$ cat src/rtl/core_pkg.sv
// rtl/core_pkg.sv - shared ALU command, opcode and FSM state definitions
package core_pkg;

    typedef enum logic [1:0] {
        ALU_NONE = 2'd0,
        ALU_ADD  = 2'd1,
        ALU_SUB  = 2'd2,
        ALU_AND  = 2'd3
    } alu_command_t;

    localparam logic [6:0] OPC_OP_IMM = 7'b0010011;
    localparam logic [6:0] OPC_OP     = 7'b0110011;
    localparam logic [2:0] FUNCT3_ADD = 3'b000;
    localparam logic [6:0] FUNCT7_ADD = 7'b0000000;

    typedef enum logic [1:0] {
        ST_IDLE      = 2'd0,
        ST_ISSUE     = 2'd1,
        ST_WAIT      = 2'd2,
        ST_WRITEBACK = 2'd3
    } issue_state_t;

endpackage

$ cat src/rtl/issue_retire_stage_instr_decoder.sv
// rtl/issue_retire_stage_instr_decoder.sv - combinational RV32I ADD/ADDI decoder
// Ports: instr in; legal, alu_op, rs1, rs2, rd, imm12, imm_sel out.
// rs2 is forced to 0 unless R-type, imm12 to 0 unless I-type.
module instr_decoder
    import core_pkg::*;
(
    input  logic [31:0]  instr,
    output logic         legal,
    output alu_command_t alu_op,
    output logic [4:0]   rs1,
    output logic [4:0]   rs2,
    output logic [4:0]   rd,
    output logic [11:0]  imm12,
    output logic         imm_sel
);

    logic [6:0] opcode;
    logic [2:0] funct3;
    logic [6:0] funct7;
    logic       is_addi;
    logic       is_add;

    assign opcode  = instr[6:0];
    assign funct3  = instr[14:12];
    assign funct7  = instr[31:25];

    assign is_addi = (opcode == OPC_OP_IMM) && (funct3 == FUNCT3_ADD);
    assign is_add  = (opcode == OPC_OP) && (funct3 == FUNCT3_ADD) && (funct7 == FUNCT7_ADD);

    assign legal   = is_addi || is_add;
    assign alu_op  = legal ? ALU_ADD : ALU_NONE;
    assign rs1     = instr[19:15];
    assign rs2     = is_add ? instr[24:20] : 5'd0;
    assign rd      = instr[11:7];
    assign imm12   = is_addi ? instr[31:20] : 12'd0;
    assign imm_sel = is_addi;

endmodule

$ cat src/rtl/issue_retire_stage.sv
// rtl/issue_retire_stage.sv - single-in-flight issue/retire stage for the RV32I ALU
// Ports: clk, reset (async, active-high); instr_valid/instr_ready/instr fetch
// handshake; regfile read addresses, immediate, input_a_is_immediate, alu_op to
// the ALU; result_ready/alu_result back; regfile write port; illegal_instr
// pulse, sticky timeout_err, busy.
// Optional: ISSUE_RETIRE_INSTRET_EN adds the instret retire counter output.
module issue_retire_stage
    import core_pkg::*;
#(
    parameter int TIMEOUT_CYCLES = 4
) (
    input  logic         clk,
    input  logic         reset,
    input  logic         instr_valid,
    output logic         instr_ready,
    input  logic [31:0]  instr,
    output logic [4:0]   regfile_rd0_addr,
    output logic [4:0]   regfile_rd1_addr,
    output logic [11:0]  immediate,
    output logic         input_a_is_immediate,
    output alu_command_t alu_op,
    input  logic         result_ready,
    input  logic [31:0]  alu_result,
    output logic         regfile_wr_en,
    output logic [4:0]   regfile_wr_addr,
    output logic [31:0]  regfile_wr_data,
    output logic         illegal_instr,
    output logic         timeout_err,
`ifdef ISSUE_RETIRE_INSTRET_EN
    output logic [31:0]  instret,
`endif
    output logic         busy
);

    localparam int CNT_W = $clog2(TIMEOUT_CYCLES + 1);

    issue_state_t state, state_next;

    logic         dec_legal;
    alu_command_t dec_op;
    logic [4:0]   dec_rs1, dec_rs2, dec_rd;
    logic [11:0]  dec_imm;
    logic         dec_imm_sel;

    alu_command_t op_q;
    logic [4:0]   rs1_q, rs2_q, rd_q;
    logic [11:0]  imm_q;
    logic         imm_sel_q;
    logic [31:0]  result_q;
    logic [CNT_W-1:0] wait_cnt;
    logic         illegal_q;
    logic         timeout_q;

    logic         accept;
    logic         timeout_hit;

    instr_decoder u_decoder (
        .instr   (instr),
        .legal   (dec_legal),
        .alu_op  (dec_op),
        .rs1     (dec_rs1),
        .rs2     (dec_rs2),
        .rd      (dec_rd),
        .imm12   (dec_imm),
        .imm_sel (dec_imm_sel)
    );

    assign accept = instr_valid && (state == ST_IDLE);

    always_ff @(posedge clk or posedge reset) begin
        if (reset) begin
            state <= ST_IDLE;
        end else begin
            state <= state_next;
        end
    end

    // Next state plus the Moore outputs that depend only on the state register.
    always_comb begin
        state_next    = state;
        timeout_hit   = 1'b0;
        instr_ready   = 1'b0;
        busy          = 1'b1;
        alu_op        = ALU_NONE;
        regfile_wr_en = 1'b0;
        case (state)
            ST_IDLE: begin
                instr_ready = 1'b1;
                busy        = 1'b0;
                if (instr_valid && dec_legal) begin
                    state_next = ST_ISSUE;
                end
            end
            ST_ISSUE: begin
                alu_op     = op_q;
                state_next = ST_WAIT;
            end
            ST_WAIT: begin
                if (result_ready) begin
                    state_next = ST_WRITEBACK;
                end else if (wait_cnt == CNT_W'(TIMEOUT_CYCLES - 1)) begin
                    // This WAIT cycle brings the count to TIMEOUT_CYCLES.
                    timeout_hit = 1'b1;
                    state_next  = ST_IDLE;
                end
            end
            ST_WRITEBACK: begin
                // x0 is never written but the instruction still retires.
                regfile_wr_en = (rd_q != 5'd0);
                state_next    = ST_IDLE;
            end
            default: state_next = ST_IDLE;
        endcase
    end

    always_ff @(posedge clk or posedge reset) begin
        if (reset) begin
            op_q      <= ALU_NONE;
            rs1_q     <= 5'd0;
            rs2_q     <= 5'd0;
            rd_q      <= 5'd0;
            imm_q     <= 12'd0;
            imm_sel_q <= 1'b0;
            result_q  <= 32'd0;
            wait_cnt  <= '0;
            illegal_q <= 1'b0;
            timeout_q <= 1'b0;
        end else begin
            illegal_q <= accept && !dec_legal;
            // Illegal words leave the previously issued fields untouched.
            if (accept && dec_legal) begin
                op_q      <= dec_op;
                rs1_q     <= dec_rs1;
                rs2_q     <= dec_rs2;
                rd_q      <= dec_rd;
                imm_q     <= dec_imm;
                imm_sel_q <= dec_imm_sel;
            end
            if (state == ST_ISSUE) begin
                wait_cnt <= '0;
            end else if (state == ST_WAIT && !result_ready) begin
                wait_cnt <= wait_cnt + CNT_W'(1);
            end
            if (state == ST_WAIT && result_ready) begin
                result_q <= alu_result;
            end
            if (timeout_hit) begin
                timeout_q <= 1'b1;
            end
        end
    end

`ifdef ISSUE_RETIRE_INSTRET_EN
    always_ff @(posedge clk or posedge reset) begin
        if (reset) begin
            instret <= 32'd0;
        end else if (state == ST_WRITEBACK) begin
            instret <= instret + 32'd1;
        end
    end
`endif

    assign regfile_rd0_addr     = rs2_q;
    assign regfile_rd1_addr     = rs1_q;
    assign immediate            = imm_q;
    assign input_a_is_immediate = imm_sel_q;
    assign regfile_wr_addr      = rd_q;
    assign regfile_wr_data      = result_q;
    assign illegal_instr        = illegal_q;
    assign timeout_err          = timeout_q;

endmodule

$ cat config.mk
export PLATFORM = sky130hd
export DESIGN_NAME = issue_retire_stage
export DESIGN_NICKNAME = d
export VERILOG_FILES = /design/src/rtl/core_pkg.sv /design/src/rtl/issue_retire_stage_instr_decoder.sv /design/src/rtl/issue_retire_stage.sv
export SDC_FILE = /design/constraint.sdc
export NUM_CORES = 1
export LEC_CHECK = 0
export ABC_AREA = 1
export CAP_MARGIN = 20
export CORE_MARGIN = 3
export CORE_UTILIZATION = 37
export CTS_BUF_LIST = sky130_fd_sc_hd__clkbuf_16
export DETAILED_ROUTE_END_ITERATION = 7
export GPL_ROUTABILITY_DRIVEN = 0
export PLACE_DENSITY = 0.87
export RECOVER_POWER = 100
export SLEW_MARGIN = 20
export SYNTH_ARGS = -nofsm -noshare
export SYNTH_HDL_FRONTEND = slang
export SYNTH_SLANG_ARGS = --single-unit
$ cat constraint.sdc
create_clock -name clk -period 2.13 [get_ports clk]
set_input_delay 0.5325 -clock clk [delete_from_list [all_inputs] [get_ports clk]]
set_output_delay 0.5325 -clock clk [all_outputs]
set_load 0.05 [all_outputs]
==> results.py <==
metrics = {
    "worst_setup_path": {
        "path_buf_inv": 1,
        "cp-end-kind": "output port",
        "startpoint_type": "flip-flop",
        "crit_family": "buffers and inverters",
        "cpPeakStageDelay_ns": 0.89,
        "path_class": "flip-flop to output port",
        "cp_max_fo": 2,
        "crit_chain": "dlygate4sd3_1",
        "crit_arrival_ns": 1.55,
        "crit_required_ns": 1.60,
        "cpMaxStageDelayCell": "dlygate4sd3_1",
    },
    "routing": {
        "firstDrtPassIters": 4,
        "drtAntennaViolNets": 0,
        "via_count": 2578,
        "wire_per_inst_um": 13.4,
        "wirelength_mm": 7.61,
        "drcViolationCount": 0,
        "drtIter0Drc": 112,
        "via_per_inst": 4.53,
    },
    "place": {
        "placed_area_um2": 4230,
        "port_buffers": 133,
        "hpwl_mm": 5.81,
    },
    "run": {
        "cap_violations": 0,
    },
    "clock_network": {
        "cts_tree": "yes",
        "clk_latency_ns": 0.31,
        "cts_buffers": 9,
        "clkTransAtPathRegs_ns": 0.05,
        "htree_levels": 3,
        "cts-root-buf": "clkbuf_16",
        "clockBufferDepth": 2,
        "cts_resized": 0,
        "cts.sinks": 68,
        "hold_buffers": 0,
        "post_cts_buffers": 0,
    },
    "floorplanning": {
        "die_h_um": 93.0,
        "die_x_um": 93.0,
        "start_util_pct": 38.4,
        "fp-row-count": 31,
        "dieArea_um2": 8650,
        "core_um2": 7290,
        "pin_count": 135,
    },
    "synth": {
        "yosysWarnings": 0,
        "ys_types": 19,
        "yosys-top-cells-area": "dfrtp_1 (61%), nand2_1 (25%), nor2_1 (2.4%)",
        "ys_seq_area_share_pct": 60.8,
        "yosysTopAreaCell": "dfrtp_1",
        "yosys.area.top_type_share_pct": 60.8,
        "syn-mean-instance-area_um2": 8.49,
        "syn_nets": 400,
        "postSynthCellCount": 330,
        "syn_area_um2": 2800,
        "synth-seq-cells": 68,
    },
    "sta": {
        "setup_viol": 0,
        "fin_crit_sh_pct": 97.8,
        "rsz0062_at_grt": "no",
        "worstMarginPinSlew_ns": 0.907,
        "fmax_ghz": 0.480,
        "slew_violations": 0,
        "fin_skew_ns": 0.00384,
        "maxSlewHeadroom_pct": 39.5,
        "tns_ns": 0,
        "layout_min_cycle_time_ns": 2.08,
        "whs_ns": 0.452,
        "finalHoldViolations": 0,
    },
    "final_layout": {
        "diodes": 0,
        "final_common_cell": "nand2_1",
        "layout.nets": 537,
        "area_growth_pct": 58.8,
        "drive_above_1_share_pct": 5.74,
        "layout_common_cells": "nand2_1 (188), clkdlybuf4s50_1 (107), dfrtp_1 (68), dlygate4sd3_1 (20), nor2_1 (19)",
        "final_cell_area_um2": 4450,
    },
    "global_routing": {
        "gr-total-overflow": 0,
        "grt_max_degree": 69,
        "grt_pass1_wl_mm": 12.1,
        "grtUsageTotal_pct": 17.9,
        "first_global_vias": 2642,
        "antenna_found_initial": 0,
    },
    "power": {
        "vdd_ir_drop_max_v": 0.000827,
        "leakagePower_nw": 2.28,
        "cellPowerDensity_nw_per_um2": 1320,
    },
    "outcome": {
        "status": "complete, no violations",
    },
    "min_path": {
        "hold_class": "flip-flop to flip-flop",
    },
}
==> power breakdown <==
group / internal (W) / switching (W)
Sequential: 0.00164 / 0.000192
Combinational: 0.000838 / 0.00183
Clock: 0.000876 / 0.000478
Total: 0.00336 / 0.00250
==> kinds of logic after synthesis <==
family,Yosys count,synth area share (%)
and+or+nand+nor,221,31.2
DFF,68,60.8
buffers and inverters,31,5.54
AOI/OAI and AO/OA,7,1.47
adders and majority gates,2,0.894
other,1,0.134
==> state kept, by name, summed over array words and instances, names as in the netlist <==
register / flops
regfile_wr_data: 32
immediate: 12
regfile_rd0_addr: 5
regfile_rd1_addr: 5
regfile_wr_addr: 5
wait_cnt: 3
state: 2
illegal_instr: 1
input_a_is_immediate: 1
op_q: 1
timeout_err: 1
==> area by class of cell <==
class / instances / area, um2
Fill cell: 659 / 2840
Sequential cell: 68 / 1700
Timing Repair Buffer: 137 / 1340
Multi-Input combinational cell: 231 / 931
Clock buffer: 9 / 225
Tap cell: 99 / 124
Inverter: 20 / 78.8
Clock inverter: 5 / 46.3
==> metrics by stage <==
step	std cells	power, W	utilization (%)	worst slack (ns)
final	569	0.00585	61.0	0.0475
after global routing	569	0.00616	61.0	0.0284
after CTS	569	0.00602	61.8	0.0821
after detailed placement	555	0.00463	58.0	0.100
after global placement	555	0.00454	58.0	0.133
after floorplan	330	0.00359	-	0.328
==> worst register-to-register path, stage by stage (launching register included) <==
cell	delay, ns
dfrtp_1	0.40
nor2_1	0.32
nand2_2	0.10
inv_2	0.08
nand3_1	0.12
nand2_2	0.10
clkbuf_2	0.24
nand2_1	0.09
o21ai_0	0.10
==> cell usage after synthesis <==
cell      count
nand2_1     188
o21ai_0       5
inv_1        17
buf_6         2
nor2_4        2
dfrtp_1      68
buf_4         6
inv_2         3
nor3_1        1
nand3_2       2
buf_2         1
nand2_2       2
ha_1          2
nand3_1       8
o311ai_0      1
nor2_1       18
clkbuf_1      2
conb_1        1
o21bai_1      1
==> routing by layer <==
metal / share of wire, % / vias to the layer above / GRT usage (%)
li1: - / 1264 / -
met1: 40 / 1219 / 20.6
met2: 53 / 83 / 32.2
met3: 5.1 / 12 / 3.70
met4: 2.0 / 0 / 7.69
met5: 0 / - / 0
==> path summary, 6_finish.rpt <==
path,endpoint,from,depth (start not counted),slack [ns]
worst max-delay path,immediate[7],immediate[7]$_DFFE_PP0P_,1,0.05
worst min-delay path,op_q[0]$_DFFE_PP0P_,op_q[0]$_DFFE_PP0P_,2,0.45
worst max register to register,regfile_wr_addr[0]$_DFFE_PP0P_,state[1]$_DFFE_PP0P_,8,0.49
worst min register to register,op_q[0]$_DFFE_PP0P_,op_q[0]$_DFFE_PP0P_,2,0.45
max in group asynchronous,regfile_wr_data[20]$_DFFE_PP0P_,reset,3,0.53
min in group asynchronous,immediate[7]$_DFFE_PP0P_,reset,3,1.01
Power figures use the tool's default switching activity.
